`config.mk`:
```
export PLATFORM = sky130hd
export DESIGN_NAME = fft_stage_sequencer_flat
export DESIGN_NICKNAME = d
export VERILOG_FILES = /design/src/rtl/fft_stage_sequencer_if.sv /design/src/rtl/fft_stage_sequencer.sv /design/src/flat_wrapper.sv
export SDC_FILE = /design/constraint.sdc
export NUM_CORES = 1
export LEC_CHECK = 0
export CORE_ASPECT_RATIO = 1.75
export CORE_MARGIN = 4
export CORE_UTILIZATION = 49
export CTS_CLUSTER_SIZE = 30
export DETAILED_ROUTE_END_ITERATION = 10
export GPL_TIMING_DRIVEN = 0
export PLACE_DENSITY = 0.8
export REMOVE_ABC_BUFFERS = 1
export SYNTH_ARGS = -nofsm -noshare
export SYNTH_HDL_FRONTEND = slang
export SYNTH_SLANG_ARGS = --single-unit
```
`constraint.sdc`:
```
create_clock -name clk -period 2.5 [get_ports clk]
set_input_delay 0.375 -clock clk [delete_from_list [all_inputs] [get_ports clk]]
set_output_delay 0.375 -clock clk [all_outputs]
set_load 0.1 [all_outputs]
```
`src/rtl/fft_stage_sequencer_if.sv`:
```
// Handshake bundle between the FFT controller and the stage sequencer.
// master drives start/size/ready; slave (the sequencer) returns status and butterfly descriptors.
interface fft_stage_sequencer_if #(
  parameter int MAX_N       = 32,
  parameter int ADDR_WIDTH  = $clog2(MAX_N),
  parameter int STAGE_WIDTH = $clog2($clog2(MAX_N))
);
  logic                   start;
  logic [ADDR_WIDTH:0]    n_points;
  logic                   busy;
  logic                   done;
  logic                   err;
  logic                   bf_valid;
  logic                   bf_ready;
  logic [ADDR_WIDTH-1:0]  addr_a;
  logic [ADDR_WIDTH-1:0]  addr_b;
  logic [ADDR_WIDTH-1:0]  tw_k;
  logic [ADDR_WIDTH:0]    tw_n;
  logic [STAGE_WIDTH-1:0] stage;
  logic                   last_bf;

  modport master (
    output start, n_points, bf_ready,
    input  busy, done, err, bf_valid, addr_a, addr_b, tw_k, tw_n, stage, last_bf
  );

  modport slave (
    input  start, n_points, bf_ready,
    output busy, done, err, bf_valid, addr_a, addr_b, tw_k, tw_n, stage, last_bf
  );
endinterface

```
`src/rtl/fft_stage_sequencer.sv`:
```
// Radix-2 DIT FFT address/twiddle sequencer: one butterfly per cycle, PIPE_LAT drain between stages.
// Descriptors hold while bf_ready is low; done follows log2N*(N/2+PIPE_LAT)+1 cycles after start.
module fft_stage_sequencer #(
  parameter int MAX_N       = 32,
  parameter int ADDR_WIDTH  = $clog2(MAX_N),
  parameter int STAGE_WIDTH = $clog2($clog2(MAX_N)),
  parameter int PIPE_LAT    = 2
) (
  input logic clk,
  input logic rst,
  fft_stage_sequencer_if.slave bus
);
  localparam int CNT_WIDTH   = ADDR_WIDTH - 1;
  localparam int DRAIN_WIDTH = (PIPE_LAT > 1) ? $clog2(PIPE_LAT) : 1;

  typedef enum logic [1:0] {IDLE, ISSUE, DRAIN, FINISH} state_t;

  state_t                 state;
  state_t                 state_nxt;
  logic [CNT_WIDTH-1:0]   bf_cnt;
  logic [CNT_WIDTH-1:0]   last_cnt;
  logic [STAGE_WIDTH-1:0] stage_q;
  logic [STAGE_WIDTH-1:0] last_stage;
  logic [DRAIN_WIDTH-1:0] drain_cnt;
  logic                   err_q;

  logic                   n_legal;
  logic [STAGE_WIDTH-1:0] n_last_stage;
  logic [CNT_WIDTH-1:0]   n_last_cnt;
  logic                   is_last;

  logic [ADDR_WIDTH-1:0]  half;
  logic [ADDR_WIDTH-1:0]  low_mask;
  logic [ADDR_WIDTH-1:0]  cnt_ext;
  logic [ADDR_WIDTH-1:0]  addr_a_c;

  // Size decode: legal sizes are the powers of two from 2 up to MAX_N.
  always_comb begin
    n_legal      = 1'b0;
    n_last_stage = '0;
    for (int i = 1; i <= ADDR_WIDTH; i++) begin
      if (bus.n_points == ((ADDR_WIDTH+1)'(1) << i)) begin
        n_legal      = 1'b1;
        n_last_stage = STAGE_WIDTH'(i - 1);
      end
    end
    // N/2-1 in counter width; for N=MAX_N the low bits wrap to all ones.
    n_last_cnt = bus.n_points[CNT_WIDTH:1] - CNT_WIDTH'(1);
  end

  // Operand addresses: insert a zero bit at position 'stage' into bf_cnt.
  always_comb begin
    half     = ADDR_WIDTH'(1) << stage_q;
    low_mask = half - ADDR_WIDTH'(1);
    cnt_ext  = {1'b0, bf_cnt};
    addr_a_c = ((cnt_ext & ~low_mask) << 1) | (cnt_ext & low_mask);
    is_last  = (bf_cnt == last_cnt);
  end

  always_ff @(posedge clk) begin
    if (rst) begin
      state <= IDLE;
    end else begin
      state <= state_nxt;
    end
  end

  always_comb begin
    state_nxt = state;
    case (state)
      IDLE:   if (bus.start && n_legal) state_nxt = ISSUE;
      ISSUE:  if (bus.bf_ready && is_last) state_nxt = DRAIN;
      DRAIN:  if (drain_cnt == '0) state_nxt = (stage_q == last_stage) ? FINISH : ISSUE;
      FINISH: state_nxt = IDLE;
      default: state_nxt = IDLE;
    endcase
  end

  always_ff @(posedge clk) begin
    if (rst) begin
      bf_cnt     <= '0;
      last_cnt   <= '0;
      stage_q    <= '0;
      last_stage <= '0;
      drain_cnt  <= '0;
      err_q      <= 1'b0;
    end else begin
      err_q <= 1'b0;
      case (state)
        IDLE: begin
          if (bus.start) begin
            if (n_legal) begin
              bf_cnt     <= '0;
              stage_q    <= '0;
              last_stage <= n_last_stage;
              last_cnt   <= n_last_cnt;
            end else begin
              err_q <= 1'b1;
            end
          end
        end
        ISSUE: begin
          if (bus.bf_ready) begin
            if (is_last) begin
              drain_cnt <= DRAIN_WIDTH'(PIPE_LAT - 1);
            end else begin
              bf_cnt <= bf_cnt + CNT_WIDTH'(1);
            end
          end
        end
        DRAIN: begin
          if (drain_cnt == '0) begin
            if (stage_q != last_stage) begin
              stage_q <= stage_q + STAGE_WIDTH'(1);
              bf_cnt  <= '0;
            end
          end else begin
            drain_cnt <= drain_cnt - DRAIN_WIDTH'(1);
          end
        end
        FINISH: begin
          stage_q <= '0;
          bf_cnt  <= '0;
        end
        default: ;
      endcase
    end
  end

  always_comb begin
    bus.busy     = (state == ISSUE) || (state == DRAIN);
    bus.done     = (state == FINISH);
    bus.err      = err_q;
    bus.stage    = stage_q;
    bus.bf_valid = 1'b0;
    bus.addr_a   = '0;
    bus.addr_b   = '0;
    bus.tw_k     = '0;
    bus.tw_n     = '0;
    bus.last_bf  = 1'b0;
    if (state == ISSUE) begin
      bus.bf_valid = 1'b1;
      bus.addr_a   = addr_a_c;
      bus.addr_b   = addr_a_c | half;
      bus.tw_k     = cnt_ext & low_mask;
      bus.tw_n     = {half, 1'b0};
      bus.last_bf  = is_last;
    end
  end
endmodule

```
`src/flat_wrapper.sv`:
```
// flat-port wrapper written by rule: the top's interface ports become plain ports
module fft_stage_sequencer_flat 
#(
  parameter int MAX_N       = 32,
  parameter int ADDR_WIDTH  = $clog2(MAX_N),
  parameter int STAGE_WIDTH = $clog2($clog2(MAX_N)),
  parameter int PIPE_LAT    = 2
)
  (clk, rst, bus_start, bus_n_points, bus_bf_ready, bus_busy, bus_done, bus_err, bus_bf_valid, bus_addr_a, bus_addr_b, bus_tw_k, bus_tw_n, bus_stage, bus_last_bf);
  fft_stage_sequencer_if #(.MAX_N(MAX_N), .ADDR_WIDTH(ADDR_WIDTH), .STAGE_WIDTH(STAGE_WIDTH)) bus_i ();
  input logic clk;
  input logic rst;
  input wire logic [$bits(bus_i.start)-1:0] bus_start;
  input wire logic [$bits(bus_i.n_points)-1:0] bus_n_points;
  input wire logic [$bits(bus_i.bf_ready)-1:0] bus_bf_ready;
  output wire logic [$bits(bus_i.busy)-1:0] bus_busy;
  output wire logic [$bits(bus_i.done)-1:0] bus_done;
  output wire logic [$bits(bus_i.err)-1:0] bus_err;
  output wire logic [$bits(bus_i.bf_valid)-1:0] bus_bf_valid;
  output wire logic [$bits(bus_i.addr_a)-1:0] bus_addr_a;
  output wire logic [$bits(bus_i.addr_b)-1:0] bus_addr_b;
  output wire logic [$bits(bus_i.tw_k)-1:0] bus_tw_k;
  output wire logic [$bits(bus_i.tw_n)-1:0] bus_tw_n;
  output wire logic [$bits(bus_i.stage)-1:0] bus_stage;
  output wire logic [$bits(bus_i.last_bf)-1:0] bus_last_bf;
  assign bus_i.start = bus_start;
  assign bus_i.n_points = bus_n_points;
  assign bus_i.bf_ready = bus_bf_ready;
  assign bus_busy = bus_i.busy;
  assign bus_done = bus_i.done;
  assign bus_err = bus_i.err;
  assign bus_bf_valid = bus_i.bf_valid;
  assign bus_addr_a = bus_i.addr_a;
  assign bus_addr_b = bus_i.addr_b;
  assign bus_tw_k = bus_i.tw_k;
  assign bus_tw_n = bus_i.tw_n;
  assign bus_stage = bus_i.stage;
  assign bus_last_bf = bus_i.last_bf;
  fft_stage_sequencer #(.MAX_N(MAX_N), .ADDR_WIDTH(ADDR_WIDTH), .STAGE_WIDTH(STAGE_WIDTH), .PIPE_LAT(PIPE_LAT)) u_core (.clk(clk), .rst(rst), .bus(bus_i));
endmodule
```
# Word level (Yosys, flattened, before mapping)
# Cells that the tools add are included.
# classes
addsub,5
eq_ne,20
shifts,1
muxes,37
n_bitwise,7
reduce_logical,12
# op_table
op,n
$mux 4,6
$pmux 4 s4,1
$mux 3,5
$mux 5,3
$mux 1,12
$mux 2,6
$ne 2x1->1 const B,5
$or 5x5->5,2
$pmux 3 s3,1
$reduce_and 3->1,3
$ne 2x2->1 const B,4
$pmux 2 s4,1
$eq 6x2->1 const B,1
$eq 6x3->1 const B,1
$eq 6x4->1 const B,1
$eq 6x5->1 const B,1
$eq 6x6->1 const B,1
$mux 6,1
$reduce_and 6->1,1
$and 4x5->5,1
$reduce_and 5->1,1
$shl 1x3->5 const A,1
$sub 5x1->5 const B,1
$add 4x1->4 const B,1
18 further kinds,21
# word_totals
regBits,18
in_bits,10
output_inout_bits,29
word_cells,89

# Longest topological paths before layout
# Gate-level depths: netlist (run 1).
# depth
ltp_word,9
mapped_depth,9

# Worst setup path before layout (run 1)
# Ideal clock, no wire load.
# synth_path
path_type,reg-to-output
start,register u_core.stage_q[0] (netlist: u_core.bus.stage[0])
end,output bus_addr_b[2]
arrival_ns,4.698
required_ns,2.125
path_slack_ns,-2.573
path_stages_with_launch,10
path_buffers,0
path_cell_list,dfxtp_1 -> inv_1 -> ha_1 -> nor2b_1 -> inv_1 -> ha_1 -> xnor2_1 -> nor2_1 -> a31o_2 -> or2_1
# synth_between
elab_chain_cells,7
elab_cells_between_ends,8
cone_classes,add/sub (1); shift (1); mux (1); bitwise (5)
# synth_lines
item,line,source
start: declaration,fft_stage_sequencer.sv:22,logic [STAGE_WIDTH-1:0] stage_q;
start signal: assignment,fft_stage_sequencer.sv:114,stage_q <= stage_q + STAGE_WIDTH'(1);
$shl 1x3->5 (*),fft_stage_sequencer.sv:53,half = ADDR_WIDTH'(1) << stage_q;
$sub 5x1->5,fft_stage_sequencer.sv:54,low_mask = half - ADDR_WIDTH'(1);
$not 4->4,fft_stage_sequencer.sv:56,addr_a_c = ((cnt_ext & ~low_mask) << 1) | (cnt_ext & low_mask);
$and 4x4->4,fft_stage_sequencer.sv:56,
$or 5x5->5,fft_stage_sequencer.sv:56,
$or 5x5->5 (*),fft_stage_sequencer.sv:144,bus.addr_b = addr_a_c | half;
$mux 5 (*),fft_stage_sequencer.sv:141,if (state == ISSUE) begin
end: declaration,flat_wrapper.sv:21,output wire logic [$bits(bus_i.addr_b)-1:0] bus_addr_b;
# Mark *: on every way between the ends. The rest lies on a longest branch, timed or not.

# Worst setup path after layout (run 1)
# layout_path
start,register u_core.stage_q[1] (netlist: u_core.bus.stage[1])
end,output bus_addr_b[2]
# Same word-level chain as after synthesis.

==> run summary, run 1 <==
Status: completed
Total Power: 0.7256 mW
Post-synth EDFFs: 0
Minimum clock period: 2.465 ns
Peak VDD IR: 0.2980 mV
Clk_skew: 0.002659 ns
#FFs+latches synth: 18
Setup_tns: 0 ns
Hold WC Path Type: reg2reg
Synth area leader: dfxtp_1
Worst EP arrival: 2.09 ns
DR vias: 1374
Die height: 80.98 um
Synth Instances: 174
Antenna Violating Nets Remaining: 0
Top FF cell, synth: dfxtp_1
Sequential-to-total area share from yosys stat: 24.16%
DRT iter0 DRCs: 44
Switching power: 0.2644 mW
CP Launch Type: flop
CTS tree: done
Layout area overhead: 32.38%
Avg Inst Size Synth: 8.571 um^2
CP max FO: 5
Max Freq: 405.6 MHz
Final core utilization: 67.44%
Required time of the critical path: 2.12 ns
Slew of the pin with the lowest slew margin: 0.9833 ns
Max-cap violations: 0
Synth area leaders: dfxtp_1 24%, ha_1 11%, xor2_1 4.7%
Die width: 49.71 um
Drt wl/cell: 15.43 um
Inst Count DP: 230
Synth top area share: 24.16%
Slew Viols, Final: 0
Io pins: 39
Rows: 26
Crit. End Element: output port
Worst-Skew Late Latency: 0.25 ns
Yosys cell types: 49
Pin count of the biggest net entering global routing: 26
Comb pwr share: 30.9%
Clock power frac: 28.2%
Critical path class: reg2out
Leakage dissipation: 0.8716 nW
Tcrit/Tclk final: 98.61%
N_diodes: 0
Post-route insts no fill: 239
HPWL Detailed: 2.817 mm
Layout cells sized above 1: 30.33%
IO buf count: 36
Sw Share: 36.44%
Reg clk slew, reported paths: 0.07 ns
# H-tree levels: 1
Vias in the first global route: 1386
Drt first pass iters: 4
Total global-route track usage: 18.54%
Seq pwr share: 40.9%
DRT Wirelength: 3.688 mm
TritonCTS buffer count: 3
Root Driver: clkbuf_8
# DRC: 0
Starting density of the core: 50.94%
Post-synth ARST share: 0%
Initial antenna violation count: 0
Top post-synthesis cells by count: 18 x dfxtp_1, 18 x nor2_1, 13 x ha_1, 12 x nand2_1, 10 x inv_1
PD cells: 367.5 nW/um^2
Cell Area, Synth: 1491 um^2
RSZ-0062 raised after global routing: true
Setup violators final: 0
Vias per inst: 5.749
Pint: 0.4612 mW
Sink Count: 18
Max-slew headroom: 34.24%
Nets: 236
Placed Instance Area: 1823 um^2
Final hold violation count: 0
Core Box Area: 2928 um^2
Die ar.: 4025 um^2
Final instance area: 1974 um^2
First-pass GRT wire length: 5.913 mm
Grt ovf: 0
Maximum root-to-sink buffer count: 2
Synthesis Warnings: 0
RD Place Congestion: 0.7592
## power groups by stage
stage          sequential [mW]  combinational (mW)  clock, mW
2_1_floorplan            0.315               0.158          0
4_1_cts                  0.298               0.226      0.208
3_3_place_gp             0.305               0.224          0
5_1_grt                  0.297               0.240      0.216
6_report                 0.296               0.224      0.205
3_5_place_dp             0.306               0.228          0
## layout make-up
type                    count  area, um^2
well taps                  28       35.03
fillers                   239       953.4
repair buffers             42       389.1
multi-input cells         137        1091
inverters                  11       46.29
clock buffers               3       41.29
flip-flops and latches     18       371.6
## final timing paths
path	slack [ns]	startpoint	endpoint	depth (start not counted)
min reg2reg	0.49	u_core.last_stage[0]$_SDFFE_PP0P_	u_core.last_stage[0]$_SDFFE_PP0P_	2
min	0.49	u_core.last_stage[0]$_SDFFE_PP0P_	u_core.last_stage[0]$_SDFFE_PP0P_	2
max reg2reg	0.36	u_core.state[0]$_SDFFE_PP0P_	u_core.state[1]$_SDFFE_PP0P_	7
max	0.03	u_core.bus.stage[1]$_SDFFE_PP0P_	bus_addr_b[2]	10
## registers in the layout (all words and copies together), names as in the netlist
signal,cells
u_core.bf_cnt,4
u_core.bus.err,1
u_core.bus.stage,3
u_core.drain_cnt,1
u_core.last_cnt,4
u_core.last_stage,3
u_core.state,2
## cells by family after synthesis
family / after synthesis / share of synthesized area (%)
and+or+nand+nor: 77 / 30.12
AOI/OAI and AO/OA: 26 / 15.61
buffers and inverters: 20 / 7.298
DFF: 18 / 24.16
adders and majority gates: 13 / 10.91
xor gates and xnor gates: 13 / 7.634
muxes: 6 / 4.027
other: 1 / 0.2514
## cells in the final DEF (no fill, tap or decap), types with 2 or more instances in the layout
| master | count |
|---|---|
| xnor2_1 | 4 |
| dfxtp_1 | 15 |
| a311oi_1 | 2 |
| buf_4 | 11 |
| nor2b_1 | 3 |
| dlygate4sd2_1 | 2 |
| a211oi_2 | 3 |
| buf_2 | 5 |
| xor2_1 | 8 |
| nand3_2 | 2 |
| mux2i_1 | 6 |
| buf_6 | 2 |
| nand3b_1 | 2 |
| o21ai_0 | 2 |
| inv_4 | 2 |
| ha_2 | 3 |
| conb_1 | 2 |
| buf_12 | 2 |
| and2_1 | 3 |
| nor3_1 | 5 |
| nor2_1 | 17 |
| or2_2 | 2 |
| a21oi_2 | 2 |
| ha_4 | 2 |
| clkdlybuf4s50_1 | 14 |
| nand2b_1 | 9 |
| o21a_1 | 2 |
| dfxtp_4 | 3 |
| ha_1 | 8 |
| a21oi_1 | 4 |
| clkdlybuf4s15_2 | 5 |
| clkbuf_8 | 3 |
| or3_1 | 5 |
| inv_1 | 7 |
| inv_2 | 2 |
| and3_1 | 2 |
| nand2_1 | 11 |
## worst max-delay path, cell delays in order, from the launching register on
cell and delay [ns]:
dfxtp_4 0.37, inv_4 0.06, ha_4 0.13, nor2b_4 0.15, inv_2 0.06, ha_4 0.16
xnor2_2 0.18, nor2_2 0.07, a31o_2 0.23, or2_4 0.24, buf_12 0.16
## metrics by stage
step,setup slack [ns],hold WS (ns)
finish,0.03466,0.4874
global route,-0.03429,0.5278
CTS,-0.1233,0.4896
detailed placement,-0.7886,0.4782
global placement,-0.7227,0.4597
floorplan,-2.573,0.4396
## metal layers
layer | part of all wire [%] | routed length [um] | GRT usage (%)
met3 | 3.7 | 137 | 1.284
met2 | 58 | 2153 | 38.86
met5 | 0 | 0 | 0
met4 | 2.3 | 85 | 9.418
met1 | 36 | 1311 | 17.08
## what timing repair did
| item | in CTS | in global routing |
|---|---|---|
| pin swaps | 1 | 5 |
| setup endpoints to repair | 22 | 11 |
| buffers inserted | 0 | 6 |
| hold buffers | 0 | 0 |
| gates resized for setup | 104 | 29 |
(Power assumes the default switching activity.)
==> run 2, diff against run 1 <==
CORE_MARGIN = 10   (was 4)
==> run 2 against run 1 <==
Against the previous run: final cell count is 1.7% lower; core utilization is 2.1 points lower; sequential power hardly changed; sequential share of layout area is 0.59 points higher; clock skew is 0.0019 ns higher; clock power is 3% higher; sequential cell count stayed put; non-clock buffer count is 4 lower; routed wire length is 4.9% higher; largest power group unchanged.
==> run summary, run 2 (synthesized netlist as in run 1, its figures left out) <==
Die width: 61.71 um (+24%)
CP max FO: 6 (+1)
Commonest non-fill, non-tap cell in the layout: nor2_1
Core Box Area: 2928 um^2 (unchanged)
Hold buffer count at CTS: 0 (unchanged)
Slew Viols, Final: 0 (unchanged)
Worst EP arrival: 2.10 ns (about the same)
Initial antenna violation count: 0 (unchanged)
Critical path class: reg2out
Starting density of the core: 50.94% (unchanged)
RSZ-0062 raised after global routing: true
DR vias: 1372 (-0.15%)
Met1 Track Usage GR: 12.32% (-4.8 points)
Grt ovf: 0 (unchanged)
Grt peak-use layer: met2
Worst slack at placement: -0.7986 ns (-0.01005 ns)
Die height: 92.98 um (+15%)
Final hold violation count: 0 (unchanged)
Worst-Skew Late Latency: 0.26 ns (about the same)
Drt wl/cell: 16.46 um (+6.6%)
Root Driver: clkbuf_8
Peak VDD IR: 0.2638 mV (-11%)
M3 GR Usage: 2.575% (+1.3 points)
Final WS setup: 0.02020 ns (-0.01446 ns)
RD Place Congestion: 0.7603 (+0.14%)
Antenna Violating Nets Remaining: 0 (unchanged)
Layout cells sized above 1: 26.57% (-3.8 points)
Tcrit/Tclk final: 99.19% (+0.58 points)
Top flop regs: u_core.bf_cnt: 4 flops, u_core.last_cnt: 4 flops
Total global-route track usage: 13.58% (-5.0 points)
Sink Count: 18 (unchanged)
Required time of the critical path: 2.12 ns (about the same)
Clk_skew: 0.004571 ns (+0.001912 ns)
Slew of the pin with the lowest slew margin: 0.9758 ns (-0.007530 ns)
CTS tree: done
HPWL Detailed: 3.001 mm (+6.5%)
Max-slew headroom: 34.74% (+0.50 points)
Max-cap violations: 0 (unchanged)
Most frequent cells in the layout: 18 x nor2_1, 15 x dfxtp_1, 14 x clkdlybuf4s50_1
Io pins: 39 (unchanged)
DRT Wirelength: 3.867 mm (+4.9%)
CP Launch Type: flop
DRT iter0 DRCs: 24 (-45%)
GR Util met2: 25.80% (-13 points)
Worst reg-to-reg setup slack: 0.43 ns (+0.07 ns)
Setup violators final: 0 (unchanged)
Placed Instance Area: 1823 um^2 (unchanged)
Rows: 26 (unchanged)
Final instance area: 1914 um^2 (-3.0%)
Nets: 232 (-1.7%)
Drt first pass iters: 4 (unchanged)
Minimum clock period: 2.480 ns (+0.01446 ns)
# DRC: 0 (unchanged)
Layout area overhead: 28.36%
Vias per inst: 5.838 (+1.6%)
Pin count of the biggest net entering global routing: 26 (unchanged)
TritonCTS buffer count: 3 (unchanged)
IO buf count: 36 (unchanged)
Status: completed
Crit. End Element: output port
Die ar.: 5737 um^2 (+43%)
PD cells: 381.9 nW/um^2 (+3.9%)
# H-tree levels: 1 (unchanged)
Leakage dissipation: 0.8473 nW (-2.8%)
Hold WC Path Type: reg2reg
Reg clk slew, reported paths: 0.07 ns (about the same)
Max Freq: 403.3 MHz (-0.58%)
Vias in the first global route: 1420 (+2.5%)
First-pass GRT wire length: 6.175 mm (+4.4%)
Maximum root-to-sink buffer count: 2 (unchanged)
N_diodes: 0 (unchanged)
==> run 2: layout make-up <==
cell class / count / area (um^2)
clock buffer: 3 / 41.29
fill: 253 / 1013
inverter: 11 / 43.79
multi-input combinational: 137 / 1066
sequential: 18 / 371.6
tap: 28 / 35.03
timing repair buffer: 38 / 356.6
==> run 2: power by group <==
group	switching (mW)	leakage (nW)	internal, mW
Combinational	0.162	0.678	0.0622
Sequential	0.00590	0.148	0.291
Clock	0.103	0.0216	0.107
==> run 2: final timing paths <==
path,from,to,depth (start not counted)
worst max register to register,u_core.state[1]$_SDFFE_PP0P_,u_core.bf_cnt[3]$_SDFFE_PP0P_,7
worst min-delay path,u_core.last_stage[0]$_SDFFE_PP0P_,u_core.last_stage[0]$_SDFFE_PP0P_,2
worst max-delay path,u_core.bus.stage[1]$_SDFFE_PP0P_,bus_addr_b[2],10
worst min register to register,u_core.last_stage[0]$_SDFFE_PP0P_,u_core.last_stage[0]$_SDFFE_PP0P_,2
==> run 2: metal layers <==
metal,routed length [um],share of wire (%),vias to the layer above
met5,0,0,-
met4,108,2.8,0
met3,260,6.7,9
met2,2106,54,49
met1,1391,36,649
li1,-,-,665
==> run 2: stage by stage <==
step           setup TNS [ns]  util [%]  power [mW]  instances  hold WS [ns]
2_1_floorplan          -25.11         -      0.4724        166        0.4396
3_3_place_gp           -8.318     62.27      0.5294        230        0.4594
3_5_place_dp           -9.227     62.27      0.5350        230        0.4824
4_1_cts              -0.07565     64.36      0.7344        233        0.4938
5_1_grt               -0.1028     65.38      0.7565        235        0.5250
6_report                    0     65.38      0.7311        235        0.4918
==> run 2: repair_timing <==
action,4_1_cts,5_1_grt
endpoints found under the setup margin,22,14
gates resized for setup,103,20
setup buffers,0,2
pin swaps,1,4
==> run 2: critical path, stage by stage (launching register included) <==
cell,delay [ns]
dfxtp_4,0.38
inv_4,0.07
ha_4,0.13
nor2b_4,0.16
inv_2,0.06
ha_2,0.18
xnor2_2,0.17
nor2_1,0.08
a31o_2,0.22
or2_4,0.23
buf_12,0.16
==> run 3, diff against run 2 <==
CELL_PAD_IN_SITES_DETAIL_PLACEMENT = 0   (was default)
CELL_PAD_IN_SITES_GLOBAL_PLACEMENT = 1   (was default)
CORE_UTILIZATION = 36   (was 49)
PLACE_DENSITY = default   (was 0.8)
PLACE_DENSITY_LB_ADDON = 0.1   (was default)
==> run 3 against run 2 <==
Against the previous run: total power up 0.56%; hold slack better by 0.0076 ns; setup slack better by 0.035 ns; first-iteration DRC count down 38%; final area up 3.9%; routed wire length down 3.1%; non-clock buffer count increased by 2; clock power about the same; sequential share of layout area fell by 0.72 points; register-to-register slack about the same; sequential power is essentially flat; core utilization decreased by 15 points.
==> run summary, run 3 (synthesized netlist as in run 1, its figures left out) <==
Io pins: 39 (unchanged)
Peak VDD IR: 0.2719 mV (+3.1%)
Hold Path Cell Cnt: 1 (-1)
Worst Reg2Reg Path Length in Cells: 7 (unchanged)
Crit. End Element: output port
Commonest non-fill, non-tap cell in the layout: nor2_1
Drt first pass iters: 4 (unchanged)
Die ar.: 7219 um^2 (+26%)
Worst-Skew Late Latency: 0.26 ns (about the same)
PD cells: 369.8 nW/um^2 (-3.2%)
DR vias: 1342 (-2.2%)
Hold Path End: u_core.last_stage[2]$_SDFFE_PP0P_
Max Freq: 409.1 MHz (+1.4%)
Hold WC Path Type: reg2reg
CP max FO: 4 (-2)
Worst EP arrival: 2.07 ns (-0.03 ns)
Root Driver: clkbuf_8
Die height: 105.1 um (+13%)
Nets: 234 (+0.86%)
Inst Count DP: 250 (+8.7%)
Grt ovf: 0 (unchanged)
Layout cells sized above 1: 28.71% (+2.1 points)
Required time of the critical path: 2.12 ns (about the same)
Reg clk slew, reported paths: 0.07 ns (about the same)
Layout filler cell count: 391 (+55%)
Hold buffer count at CTS: 0 (unchanged)
Initial antenna violation count: 0 (unchanged)
Starting density of the core: 37.84% (-13 points)
Die width: 68.66 um (+11%)
Sink Count: 18 (unchanged)
Worst reg-to-reg setup slack: 0.42 ns (about the same)
CP Launch Type: flop
Slew of the pin with the lowest slew margin: 0.9724 ns (-0.003395 ns)
Vias in the first global route: 1363 (-4.0%)
Antenna Violating Nets Remaining: 0 (unchanged)
Hold_sp: u_core.last_stage[2]$_SDFFE_PP0P_
CTS tree: done
N_diodes: 0 (unchanged)
Tcrit/Tclk final: 97.79% (-1.4 points)
Maximum root-to-sink buffer count: 2 (unchanged)
RD Place Congestion: 0.7443 (-2.1%)
Post-route insts no fill: 257 (+9.4%)
Critical path class: reg2out
Max-slew headroom: 34.97% (+0.23 points)
Layout area overhead: 33.31%
Status: completed
Crit Reg-Reg Startpoint: u_core.state[0]$_SDFFE_PP0P_
IO buf count: 36 (unchanged)
Most frequent cells in the layout: 17 x nor2_1, 15 x dfxtp_1, 14 x clkdlybuf4s50_1
Clk_skew: 0.005461 ns (+0.0008897 ns)
Rows: 30 (+15%)
Total Power: 0.7352 mW (+0.56%)
Final hold violation count: 0 (unchanged)
Leakage dissipation: 0.8584 nW (+1.3%)
Minimum clock period: 2.445 ns (-0.03513 ns)
Top flop regs: u_core.bf_cnt: 4 flops, u_core.last_cnt: 4 flops
Footprint of the multi-input gates: 1091 um^2 (+2.3%)
Sequential cell area: 371.6 um^2 (unchanged)
Pin count of the biggest net entering global routing: 26 (unchanged)
Vias per inst: 5.222 (-11%)
Total global-route track usage: 10.62% (-3.0 points)
Slew Viols, Final: 0 (unchanged)
Core Box Area: 3941 um^2 (+35%)
HPWL Detailed: 3.047 mm (+1.5%)
DRT iter0 DRCs: 15 (-38%)
First-pass GRT wire length: 6.189 mm (+0.23%)
# H-tree levels: 1 (unchanged)
# DRC: 0 (unchanged)
DRT Wirelength: 3.749 mm (-3.1%)
Drt wl/cell: 14.59 um (-11%)
Setup violators final: 0 (unchanged)
TritonCTS buffer count: 3 (unchanged)
RSZ-0062 raised after global routing: true
Max-cap violations: 0 (unchanged)
Worst R2R End: u_core.state[1]$_SDFFE_PP0P_
[run 3: changes by cell type in the layout (fill, tap and decap cells not counted), sizes merged]
cell | previous run | this run
clkinvlp | 0 | 1
inv | 11 | 10
buf | 15 | 17
[run 3: what timing repair did]
item | in CTS | in global routing
endpoints found under the setup margin | 22 | 15
resized for setup | 100 | 30
setup buffers | 0 | 4
pin swaps | 1 | 5
[run 3: worst max-delay path by stage]
stage / endpoint / cells after the start / start
after floorplan: bus_addr_b[2] / 9 / u_core.bus.stage[0]$_SDFFE_PP0P_
after global placement: bus_addr_b[2] / 10 / u_core.bus.stage[0]$_SDFFE_PP0P_
after detailed placement: bus_addr_b[2] / 10 / u_core.bus.stage[0]$_SDFFE_PP0P_
after CTS: bus_addr_b[2] / 10 / u_core.bus.stage[0]$_SDFFE_PP0P_
after global routing: bus_addr_b[2] / 10 / u_core.bus.stage[1]$_SDFFE_PP0P_
final: bus_addr_b[2] / 10 / u_core.bus.stage[0]$_SDFFE_PP0P_
[run 3: area by class of cell]
type	instances	area share, %
sequential	18	18.69
inverter	11	2.517
multi-input combinational	137	54.88
timing repair buffer	40	18.82
clock buffer	3	2.077
tap	48	3.021
[run 3: routing by layer]
metal / wire length, um / share of wire (%) / up-vias / track usage (%)
met1: 1393 / 37 / 630 / 10.64
li1: - / - / 669 / -
met3: 309 / 8.2 / 5 / 2.674
met4: 60 / 1.6 / 0 / 4.335
met5: 0 / 0 / - / 0
met2: 1985 / 53 / 38 / 19.29
[run 3: power breakdown]
part / switching [mW] / leakage (nW) / total [mW] / internal, mW
logic: 0.162 / 0.689 / 0.228 / 0.0658
registers: 0.00629 / 0.148 / 0.297 / 0.291
clock network: 0.103 / 0.0216 / 0.210 / 0.107
[run 3: critical path, cell delays in order (launching register included)]
cell,delay (ns)
dfxtp_4,0.36
inv_4,0.06
ha_4,0.13
nor2b_4,0.16
inv_2,0.07
ha_4,0.16
xnor2_2,0.18
nor2_2,0.06
a31o_2,0.21
or2_1,0.24
buf_12,0.18
[run 3: metrics by stage]
stage                     area, um^2  hold slack [ns]  setup slack (ns)  utilization, %   TNS, ns
after floorplan                 1428           0.4396            -2.573               -    -25.11
after global placement          1848           0.4605           -0.8168           46.89    -9.597
after detailed placement        1848           0.4807           -0.8192           46.89    -10.07
after CTS                       1881           0.4939           -0.1304           47.71   -0.1985
after global routing            1988           0.5225          -0.05071           50.44  -0.07428
final                           1988           0.4994           0.05532           50.44         0
